==> src/rtl/rbm_pkg.sv <==
// Shared definitions for the RBM iteration scheduler: FSM state encoding,
// round-index width and the rounds-per-phase ceiling helper.
package rbm_pkg;

    localparam int GROUP_W = 8;

    typedef enum logic [2:0] {
        S_IDLE      = 3'd0,
        S_LOAD      = 3'd1,
        S_HID_ISSUE = 3'd2,
        S_HID_WAIT  = 3'd3,
        S_CL_ISSUE  = 3'd4,
        S_CL_WAIT   = 3'd5,
        S_ACCUM     = 3'd6,
        S_DONE      = 3'd7
    } sched_state_e;

    function automatic int ceil_div(input int num, input int den);
        return (num + den - 1) / den;
    endfunction

endpackage

==> src/rtl/rbm_vote_accum.sv <==
// Saturating per-output vote counters; one counter of BITLENGTH bits per
// classifier output, packed with output 0 in the LSBs.
module rbm_vote_accum
    import rbm_pkg::*;
#(
    parameter int BITLENGTH  = 12,
    parameter int OUTPUT_DIM = 2
) (
    input  logic                             clock,
    input  logic                             reset,
    input  logic                             clear,
    input  logic                             enable,
    input  logic [OUTPUT_DIM-1:0]            sample,
    output logic [OUTPUT_DIM*BITLENGTH-1:0]  vote_count
);

    localparam logic [BITLENGTH-1:0] CNT_MAX = '1;

    logic [OUTPUT_DIM*BITLENGTH-1:0] vote_q;
    logic [OUTPUT_DIM*BITLENGTH-1:0] vote_d;

    always_comb begin
        vote_d = vote_q;
        for (int o = 0; o < OUTPUT_DIM; o++) begin
            if (clear) begin
                vote_d[o*BITLENGTH +: BITLENGTH] = '0;
            end else if (enable && sample[o] &&
                         (vote_q[o*BITLENGTH +: BITLENGTH] != CNT_MAX)) begin
                vote_d[o*BITLENGTH +: BITLENGTH] =
                    vote_q[o*BITLENGTH +: BITLENGTH] + BITLENGTH'(1);
            end
        end
    end

    always_ff @(posedge clock or negedge reset) begin
        if (!reset) begin
            vote_q <= '0;
        end else begin
            vote_q <= vote_d;
        end
    end

    assign vote_count = vote_q;

endmodule

==> src/rtl/rbm_iteration_scheduler.sv <==
// Sequences hidden and classifier rounds for ITERATION_NUM sampling iterations
// and accumulates output votes. Optional busy-cycle counter: RBM_SCHED_PERF_EN.
module rbm_iteration_scheduler
    import rbm_pkg::*;
#(
    parameter int BITLENGTH              = 12,
    parameter int HIDDEN_DIM             = 5,
    parameter int OUTPUT_DIM             = 2,
    parameter int HIDDEN_ADDER_GROUP_NUM = 1,
    parameter int CL_ADDER_GROUP_NUM     = 1,
    parameter int ITERATION_NUM          = 100
) (
    input  logic                            clock,
    input  logic                            reset,
    input  logic                            data_valid,
    output logic                            load_input,
    output logic                            hid_start,
    output logic [GROUP_W-1:0]              hid_group,
    input  logic                            hid_done,
    output logic                            cl_start,
    output logic [GROUP_W-1:0]              cl_group,
    input  logic                            cl_done,
    input  logic [OUTPUT_DIM-1:0]           cl_sample,
    output logic [15:0]                     iter_count,
    output logic [OUTPUT_DIM*BITLENGTH-1:0] vote_count,
    output logic                            busy,
    output logic                            finish
`ifdef RBM_SCHED_PERF_EN
    ,
    output logic [31:0]                     busy_cycles
`endif
);

    localparam int HR = ceil_div(HIDDEN_DIM, HIDDEN_ADDER_GROUP_NUM);
    localparam int CR = ceil_div(OUTPUT_DIM, CL_ADDER_GROUP_NUM);
    localparam logic [GROUP_W-1:0] HR_LAST     = GROUP_W'(HR - 1);
    localparam logic [GROUP_W-1:0] CR_LAST     = GROUP_W'(CR - 1);
    localparam logic [15:0]        ITER_TARGET = 16'(ITERATION_NUM);

    sched_state_e           state_q, state_d;
    logic [GROUP_W-1:0]     round_q, round_d;
    logic [15:0]            iter_q, iter_d;
    logic [OUTPUT_DIM-1:0]  cap_q, cap_d;
    logic [15:0]            iter_inc;
    logic                   acc_clear;
    logic                   acc_en;

    always_comb begin
        state_d   = state_q;
        round_d   = round_q;
        iter_d    = iter_q;
        cap_d     = cap_q;
        acc_clear = 1'b0;
        acc_en    = 1'b0;
        iter_inc  = iter_q + 16'd1;
        case (state_q)
            S_IDLE: begin
                if (data_valid) begin
                    state_d = S_LOAD;
                end
            end
            S_LOAD: begin
                acc_clear = 1'b1;
                iter_d    = '0;
                round_d   = '0;
                state_d   = S_HID_ISSUE;
            end
            S_HID_ISSUE: begin
                state_d = S_HID_WAIT;
            end
            S_HID_WAIT: begin
                if (hid_done) begin
                    if (round_q < HR_LAST) begin
                        round_d = round_q + GROUP_W'(1);
                        state_d = S_HID_ISSUE;
                    end else begin
                        round_d = '0;
                        state_d = S_CL_ISSUE;
                    end
                end
            end
            S_CL_ISSUE: begin
                state_d = S_CL_WAIT;
            end
            S_CL_WAIT: begin
                if (cl_done) begin
                    if (round_q < CR_LAST) begin
                        round_d = round_q + GROUP_W'(1);
                        state_d = S_CL_ISSUE;
                    end else begin
                        // only the final classifier round carries the full sample
                        cap_d   = cl_sample;
                        round_d = '0;
                        state_d = S_ACCUM;
                    end
                end
            end
            S_ACCUM: begin
                acc_en  = 1'b1;
                iter_d  = iter_inc;
                round_d = '0;
                state_d = (iter_inc == ITER_TARGET) ? S_DONE : S_HID_ISSUE;
            end
            S_DONE: begin
                if (!data_valid) begin
                    state_d = S_IDLE;
                end
            end
            default: begin
                state_d = S_IDLE;
            end
        endcase
    end

    always_ff @(posedge clock or negedge reset) begin
        if (!reset) begin
            state_q <= S_IDLE;
            round_q <= '0;
            iter_q  <= '0;
            cap_q   <= '0;
        end else begin
            state_q <= state_d;
            round_q <= round_d;
            iter_q  <= iter_d;
            cap_q   <= cap_d;
        end
    end

    rbm_vote_accum #(
        .BITLENGTH (BITLENGTH),
        .OUTPUT_DIM(OUTPUT_DIM)
    ) u_vote_accum (
        .clock     (clock),
        .reset     (reset),
        .clear     (acc_clear),
        .enable    (acc_en),
        .sample    (cap_q),
        .vote_count(vote_count)
    );

    // Outputs decode straight from the state so reset zeroes them at once.
    assign load_input = (state_q == S_LOAD);
    assign hid_start  = (state_q == S_HID_ISSUE);
    assign cl_start   = (state_q == S_CL_ISSUE);
    assign hid_group  = ((state_q == S_HID_ISSUE) || (state_q == S_HID_WAIT)) ? round_q : '0;
    assign cl_group   = ((state_q == S_CL_ISSUE) || (state_q == S_CL_WAIT)) ? round_q : '0;
    assign finish     = (state_q == S_DONE);
    assign busy       = (state_q != S_IDLE) && (state_q != S_DONE);
    assign iter_count = iter_q;

`ifdef RBM_SCHED_PERF_EN
    logic [31:0] busy_cyc_q, busy_cyc_d;

    always_comb begin
        busy_cyc_d = busy_cyc_q;
        if (state_q == S_LOAD) begin
            busy_cyc_d = 32'd1;
        end else if (busy) begin
            busy_cyc_d = busy_cyc_q + 32'd1;
        end
    end

    always_ff @(posedge clock or negedge reset) begin
        if (!reset) begin
            busy_cyc_q <= '0;
        end else begin
            busy_cyc_q <= busy_cyc_d;
        end
    end

    assign busy_cycles = busy_cyc_q;
`endif

endmodule

==> config.mk <==
export PLATFORM = sky130hd
export DESIGN_NAME = rbm_iteration_scheduler
export DESIGN_NICKNAME = d
export VERILOG_FILES = /design/src/rtl/rbm_pkg.sv /design/src/rtl/rbm_vote_accum.sv /design/src/rtl/rbm_iteration_scheduler.sv
export SDC_FILE = /design/constraint.sdc
export NUM_CORES = 1
export LEC_CHECK = 0
export CAP_MARGIN = 20
export CORE_MARGIN = 1.5
export CORE_UTILIZATION = 51
export DETAILED_ROUTE_END_ITERATION = 7
export MAX_ROUTING_LAYER = met4
export PLACE_DENSITY = 0.79
export SLEW_MARGIN = 15
export SYNTH_ARGS = -nofsm -noshare
export SYNTH_HDL_FRONTEND = slang
export SYNTH_SLANG_ARGS = --single-unit
==> constraint.sdc <==
create_clock -name clock -period 2.24 [get_ports clock]
set_clock_uncertainty 0.15 [all_clocks]
set_input_delay 0.448 -clock clock [delete_from_list [all_inputs] [get_ports clock]]
set_output_delay 0.448 -clock clock [all_outputs]
set_load 0.02 [all_outputs]
# ---- After elaboration in Yosys (flattened, before gate mapping)
# Cells that the tools add are included.
dict set report word_totals {
  word_cells 67
  inputBits 7
  ff_bits 53
}
dict set report op_classes {
  n_mux 22
  addsub 4
  n_reduce_logical 17
  eq_ne 15
  n_bitwise 1
  order_cmp 2
}
# operator count
set op_table {}
lappend op_table {{2-to-1 mux 12 bit} 4}
lappend op_table {{2-to-1 mux 8 bit} 6}
lappend op_table {{one-hot mux 16 bit (2 select lines)} 1}
lappend op_table {{adder 12 x 1 -> 12 bit (second input constant)} 2}
lappend op_table {{inequality test 12 bit (second input constant)} 2}
lappend op_table {{one-hot mux 3 bit (8 select lines)} 1}
lappend op_table {{one-hot mux 8 bit (3 select lines)} 1}
lappend op_table {{2-to-1 mux 3 bit} 6}
lappend op_table {{adder 16 x 1 -> 16 bit (second input constant)} 1}
lappend op_table {{equality test 16 x 7 -> 1 bit (second input constant)} 1}
lappend op_table {{equality test 3 bit (second input constant)} 4}
lappend op_table {{adder 8 x 1 -> 8 bit (second input constant)} 1}
lappend op_table {{< comparator 8 x 1 -> 1 bit (second input constant)} 1}
lappend op_table {{< comparator 8 x 3 -> 1 bit (second input constant)} 1}
lappend op_table {{inequality test 2 bit (second input constant)} 4}
lappend op_table {{equality test 3 x 2 -> 1 bit (second input constant)} 2}
lappend op_table {{AND reduction 3 bit} 2}
lappend op_table {{nonzero test 2 bit} 3}
lappend op_table {{nonzero test 3 bit} 2}
lappend op_table {{logical AND 1 bit} 5}
lappend op_table {{AND reduction 4 bit} 1}
lappend op_table {{equality test 3 x 1 -> 1 bit (second input constant)} 1}
lappend op_table {{zero test 3 bit} 1}
lappend op_table {{inequality test 3 bit (second input constant)} 1}
lappend op_table {{other kinds (5)} 7}

# ---- Logic depth before layout (Yosys ltp)
# Gate-level depths: netlist of run 1.
dict set report depth {
  ltp_word 6
  depth_mapped 6
  ltp_nobuf 6
}

# ---- Modules after synthesis
# Synthesis of run 1 repeated with hierarchy kept, for this count alone.
dict set report unflattened {
  hier_cells 367
  hier_area_um2 3201.8
}
# mod n_inst area_each_um2 cells_per_inst
set by_module_without_submodules {}
lappend by_module_without_submodules {rbm_iteration_scheduler 1 1864.3 232}
lappend by_module_without_submodules {rbm_vote_accum 1 1337.5 135}

# ---- Least setup slack after synthesis of run 1
# Ideal clock, no wire load.
dict set report synth_path {
  kind {register to register}
  startpoint {register iter_q[2], in the netlist iter_count[2]}
  endpoint {register state_q[2]}
  synth_period_minus_slack_ns 2.087
  setup_time_ns 0.128
  setup_slack_ns 0.153
  path_stages_with_launch 7
  arrival_time_ns 1.809
  path_buffers 1
  cell_sequence {dfrtp_1 -> clkbuf_2 -> nand3_1 -> nor4_4 -> mux2_2 -> o21ai_0 -> o21ai_0}
}
dict set report synth_via {
  elab_chain_len 4
}
# element line
set synth_lines {}
lappend synth_lines {{start: declaration} rbm_iteration_scheduler.sv:42} ;# logic [15:0] iter_q, iter_d;
lappend synth_lines {{start signal: assignment} rbm_iteration_scheduler.sv:124} ;# iter_q <= iter_d;
lappend synth_lines {{adder 16 x 1 -> 16 bit} rbm_iteration_scheduler.sv:55} ;# iter_inc = iter_q + 16'd1;
lappend synth_lines {{equality test 16 x 7 -> 1 bit} rbm_iteration_scheduler.sv:102} ;# state_d = (iter_inc == ITER_TARGET) ? S_DONE : S_HID_ISSUE;
lappend synth_lines {{2-to-1 mux 3 bit} rbm_iteration_scheduler.sv:102}
lappend synth_lines {{one-hot mux 3 bit (8 select lines)} rbm_iteration_scheduler.sv:56} ;# case (state_q)
lappend synth_lines {{end signal: assignment} rbm_iteration_scheduler.sv:122} ;# state_q <= state_d;
lappend synth_lines {{end: declaration} rbm_iteration_scheduler.sv:40} ;# sched_state_e state_q, state_d;
# No other way between the ends.
# A chain may end at the register's enable or synchronous reset.

# ---- Worst setup path after layout of run 1
dict set report layout_path {
  startpoint {register iter_q[11], in the netlist iter_count[11]}
  endpoint {output iter_count[11]}
}
# element line
set layout_lines {}
lappend layout_lines {{end: declaration} rbm_iteration_scheduler.sv:24} ;# output logic [15:0] iter_count,
# No word-level cell between the ends.

==> reports/metrics.yaml, run 1 <==
finish:
  diodes: 0
  drive_above_1_share_pct: 9.906
  fin_util_pct: 68.33
  nFillCells: 494
  syn_to_final_growth_pct: 30.14
  final_net_count: 435
synth:
  syn_area_mm2: 0.003072
  ys_async_sr_fraction_pct: 100.0
  postSynthAreaPerCell_um2: 8.751
  yosys.cell_types.count: 50
  syn-num-nets: 363
  synth-edff-count: 0
  synthFlopType: "dfrtp_1"
  ys_ff_latch: 53
  yosys_warnings: 0
  yosysSeqAreaShare_pct: 43.18
  synth_cells: 351
global_routing:
  overflow: 0
  grt_usage_pct: 24.56
  grt_max_degree: 36
  grt_pass1_vias: 2647
  antenna_found_initial: 0
  grt_pass1_wl_um: 12250
worst_setup_path:
  cp_cell_sequence: "clkdlybuf4s50_1"
  reg2reg_depth: 6
  worstPathRequired_ps: 1640
  start_kind: "flip-flop"
  rr_endpoint: "u_vote_accum.vote_count[7]"
  ff2ff_setup_slack_ps: 180
  cp_top_family: "buffers and inverters"
  crit_fanout: 12
  cpMaxStageDelayCell: "clkdlybuf4s50_1"
  crit_arrival_ps: 1550
  r2r-start: "state_q[1]"
  cp.buffers_inverters: 1
  worst_setup_path_end_kind: "output port"
  crit_type: "flip-flop to output port"
  max_stage_delay_ps: 680
die:
  core_mm2: 0.005851
  pin_count: 68
  dieWidth_um: 80.61
  die_h_um: 80.61
  rows: 28
  die-area_mm2: 0.006497
  start_util_pct: 52.50
clock_network:
  cts_tree: "yes"
  clock_sinks: 53
  clockBufferDepth: 2
  cts_buffers: 5
  path_clk_slew_ps: 100
  clock_latency_ps: 310
  htree_levels: 2
  cts_root_buf: "clkbuf_8"
sta:
  slew_viol_final: 0
  relSlewSlack_pct: 60.82
  setup_tns_ps: 0
  finalHoldViolCount: 0
  final.period_utilization_pct: 95.69
  setup_viol: 0
  worstMarginPinSlew_ps: 587.1
  hold_slack_ps: 377.6
  period_needed_ps: 2144
  rsz0062_at_grt: "no"
  fmax_mhz: 466.5
pwr:
  irDropWorstVdd_mv: 0.5781
  powerDensity_mw_per_mm2: 697.5
  p_leak_nw: 1.731
  p_total_mw: 2.788
route:
  drt_iter0_drc: 167
  vias_per_cell: 5.904
  finalWirelength_um: 7369
  routedWlPerCell_um: 14.77
  ant_nets: 0
  remaining_drc_errors: 0
  via_count: 2946
  drt-pass1-iter-count: 4
placed_design:
  portBuffers: 67
  dp_hpwl_um: 5320
  gp_congestion: 0.8149
run:
  max_cap_violations: 0
hold_path:
  min_from: "cap_q[1]"
  hold_end: "cap_q[1]"
  worstHoldPathType: "flip-flop to flip-flop"
  hold_depth: 1
run_status:
  outcome: "finished, final reports clean"
-- power breakdown --
part	switching (mW)	internal [mW]
sequential	0.0960	1.04
combinational	0.609	0.380
clock	0.330	0.335
total	1.04	1.75
-- per-stage QoR --
| stage | cells | setup slack (ps) | cell area (um2) |
|---|---|---|---|
| detailed placement | 489 | 127.7 | 3874 |
| floorplan | 351 | 153.2 | 3072 |
| CTS | 499 | 37.37 | 3981 |
| finish | 499 | 96.43 | 3998 |
| global route | 499 | 7.150 | 3998 |
| global placement | 489 | 159.6 | 3874 |
-- cell type report --
cell class / instances / area, um2 / share of cell area (%)
repair buffers: 83 / 774.5 / 19.37
well taps: 75 / 93.84 / 2.347
flip-flops and latches: 53 / 1329 / 33.24
inverters: 12 / 45.04 / 1.127
clock buffers: 5 / 68.82 / 1.721
multi-input cells: 268 / 1640 / 41.03
clock inverters: 3 / 46.29 / 1.158
-- cells in the mapped netlist (all sizes together), types with 5 or more instances --
library cell	instances	area share [%]
nand4	17	3.5
nand2	27	3.4
nor2	39	4.8
nand3	15	2.6
nor4	6	1.7
and3	15	3.1
or3	5	1.0
o21ai	37	6.0
clkbuf	14	1.8
xnor2	16	4.6
a31oi	7	1.4
nor3	18	3.1
ha	5	2.0
dfrtp	53	43
o21a	5	1.2
inv	12	1.5
a21oi	12	2.0
-- cells by family (layout without fill, tap and decap cells) --
family          Yosys count  after routing  synth area share, %
simple gates            158            158                26.80
flops                    53             53                43.18
xor+xnor                 20             20                5.702
buf+inv                  30            103                3.910
compound gates           80             80                16.58
mux                       5              5                1.792
fa+ha+maj                 5              5                2.037
-- layout by cell type (no fill, tap or decap), types with 2 or more instances in the layout --
cell and n:
xor2_1 4, o2111ai_1 2, dfrtp_1 51, xnor2_1 16
a211oi_1 2, ha_1 5, and2_1 2, a31oi_1 7
or3_1 5, dlygate4sd2_1 21, o21a_1 5, dfrtp_2 2
nor2_1 38, nand4_1 17, and3_1 15, and4_1 2
nor3_1 17, a21oi_1 12, inv_1 10, nand3_1 14
o41ai_1 2, nand2_1 26, nand2b_1 4, clkdlybuf4s50_1 45
mux2_2 4, nor4_1 4, o31ai_1 2, buf_4 14
clkbuf_8 5, inv_2 2, nor2b_1 3, a2111oi_1 2
o21ai_0 36
-- how the worst max path moves through the flow --
stage                   startpoint             end  slack, ps  depth (start not counted)
detailed placement      state_q[0]   iter_count[7]        130                          6
global placement           cl_done      round_q[4]        160                          7
finish              iter_count[11]  iter_count[11]        100                          1
floorplan            iter_count[2]      state_q[2]        150                          6
global route         iter_count[3]      state_q[0]          7                          5
CTS                     state_q[1]  iter_count[15]         40                          5
-- worst reg2reg max path, stage by stage (launching register included) --
cell,delay (ps)
dfrtp_2,420
buf_4,120
and3b_1,350
nand2_2,180
a2111oi_1,520
xnor2_1,170
nor2_1,50
-- per-layer routing --
layer	track usage (%)	vias up	part of all wire, %
li1	-	1418	-
met1	31.66	1455	45
met2	40.00	65	49
met3	4.773	8	4.5
met4	5.862	0	0.80
met5	-	-	0
-- registers in the layout, indices dropped and copies added (netlist names) --
register,cells
state_q,3
cap_q,2
u_vote_accum.vote_count,24
round_q,8
iter_count,16
-- repair_timing --
item | 4_1_cts | 5_1_grt
gates resized for setup | 24 | 4
buffers inserted | 1 | 0
setup endpoints to repair | 21 | 20
hold buffers | 1 | 0
cloned | 0 | 0
endpoints found under the hold margin | 18 | 0
No activity file was read; power rests on OpenSTA's default activity.
==> run 2, diff against run 1 <==
--- a/config.mk
+++ b/config.mk
@@ -6,7 +6,7 @@
 export NUM_CORES = 1
 export LEC_CHECK = 0
 export CAP_MARGIN = 20
-export CORE_MARGIN = 1.5
+export CORE_MARGIN = 4
 export CORE_UTILIZATION = 51
 export DETAILED_ROUTE_END_ITERATION = 7
 export MAX_ROUTING_LAYER = met4
==> reports/metrics.yaml, run 2 (synthesized netlist as in run 1, its figures left out) <==
clock_network:
  cts_root_buf: "clkbuf_8"
  clock_latency_ps: 310
  clock_sinks: 53
  cts_setup_buffers: 0
  cts_tree: "yes"
  htree_levels: 2
  path_clk_slew_ps: 100
  cts_buffers: 5
  clockBufferDepth: 2
pwr:
  switching_share_pct: 38.51
  irDropWorstVdd_mv: 0.5245
  powerDensity_mw_per_mm2: 670.9
  p_total_mw: 2.651
  combPwrFrac_pct: 36.9
  p_leak_nw: 1.715
  p_switching_mw: 1.021
  p_clk_share_pct: 20.4
  seqPwrFrac_pct: 42.7
  p_int_mw: 1.630
finish:
  seq_area_mm2: 0.001328
  nFillCells: 474
  final_net_count: 436
  largest_reg_flops: 24
  fin_util_pct: 67.13
  syn_to_final_growth_pct: 28.64
  drive_above_1_share_pct: 9.176
  final_cell_mix: "dfrtp_1 (52), clkdlybuf4s50_1 (45), nor2_1 (38)"
  multi_input_area_mm2: 0.001628
  diodes: 0
  mostFrequentLayoutCell: "dfrtp_1"
global_routing:
  overflow: 0
  grt_use_met1_pct: 30.76
  top_usage_layer: "met2"
  antenna_found_initial: 0
  met3_usage_pct: 3.362
  grt_pass1_wl_um: 13190
  met2_usage_pct: 35.31
  grt_max_degree: 25
  grt_pass1_vias: 2792
  grt_usage_pct: 22.56
worst_setup_path:
  worstPathRequired_ps: 1640
  start_kind: "flip-flop"
  cpMostUsedCell: "nor2_1"
  crit_arrival_ps: 1540
  crit_type: "flip-flop to output port"
  max_stage_delay_ps: 420
  cpMaxStageDelayCell: "dfrtp_2"
  crit_fanout: 16
  cp_cell_sequence: "buf_4 -> nand2_1 -> nor2_1 -> nor2_1 -> dlygate4sd2_1"
  worst_setup_path_end_kind: "output port"
route:
  routedWlPerCell_um: 15.09
  drt_iter0_drc: 129
  via_count: 2877
  vias_per_cell: 5.754
  ant_nets: 0
  remaining_drc_errors: 0
  drt-pass1-iter-count: 4
  finalWirelength_um: 7546
sta:
  worstMarginPinSlew_ps: 577.7
  fmax_mhz: 468.4
  relSlewSlack_pct: 61.13
  period_needed_ps: 2135
  setup_tns_ps: 0
  setup_viol: 0
  slew_viol_final: 0
  finalHoldViolCount: 0
  hold_slack_ps: 372.9
  rsz0062_at_grt: "no"
  final.period_utilization_pct: 95.32
placed_design:
  portBuffers: 67
  gp_congestion: 0.8650
  dp_hpwl_um: 5519
die:
  rows: 28
  die-area_mm2: 0.007328
  die_h_um: 85.61
  core_mm2: 0.005886
  start_util_pct: 52.19
  dieWidth_um: 85.61
  pin_count: 68
run_status:
  outcome: "finished, final reports clean"
run:
  max_cap_violations: 0
hold_path:
  worstHoldPathType: "flip-flop to flip-flop"
[run 2: cell count changes in the layout (fill, tap and decap cells not counted), sizes merged]
cell      previous run  this run
clkinvlp             1         2
clkinv               1         0
buf                 16        17
bufinv               1         0
clkbuf               5         6
[run 2: final timing paths]
check	slack (ps)	cells past startpoint	start	endpoint
worst max-delay path	100	5	state_q[1]	busy
worst min-delay path	370	1	cap_q[1]	cap_q[1]
worst max register to register	130	6	state_q[0]	u_vote_accum.vote_count[9]
worst min register to register	370	1	cap_q[1]	cap_q[1]
max in group asynchronous	800	3	reset	state_q[1]
min in group asynchronous	490	2	reset	u_vote_accum.vote_count[16]
[run 2: worst max-delay path, delay by kind of cell (launching register included)]
kind | cells | cell delay [ps]
buffers and inverters | 2 | 540
AND/OR/NAND/NOR | 3 | 280
flip-flops | 1 | 420
[run 2: power groups by stage]
stage	registers (mW)	clock network (mW)	logic [mW]
after global routing	1.15	0.593	1.09
final	1.13	0.541	0.978
after floorplan	1.15	0	0.616
after CTS	1.13	0.551	0.976
after detailed placement	1.14	0	1.02
after global placement	1.14	0	0.995
[run 2: area by class of cell]
type	count	area share (%)
Inverter	12	1.140
Timing Repair Buffer	84	19.47
Multi-Input combinational cell	268	41.20
Sequential cell	53	33.60
Tap cell	75	2.375
Clock buffer	6	1.837
Clock inverter	2	0.3800
[run 2: layer usage]
| layer | share of wire (%) | wire length, um |
|---|---|---|
| met2 | 48 | 3643 |
| met4 | 1.3 | 95 |
| met3 | 3.9 | 292 |
| met1 | 47 | 3514 |
| met5 | 0 | 0 |
[run 2: repair_timing]
action,in CTS,in global routing
hold buffers,1,0
setup endpoints to repair,21,15
pin swaps,0,0
resized for setup,23,2
endpoints found under the hold margin,20,0
[run 2: through the flow]
step	std cells	instance area (um2)	worst slack, ps
global route	500	3951	1.276
detailed placement	491	3876	115.0
global placement	491	3876	164.6
CTS	500	3948	45.55
finish	500	3951	104.9
floorplan	351	3072	153.2
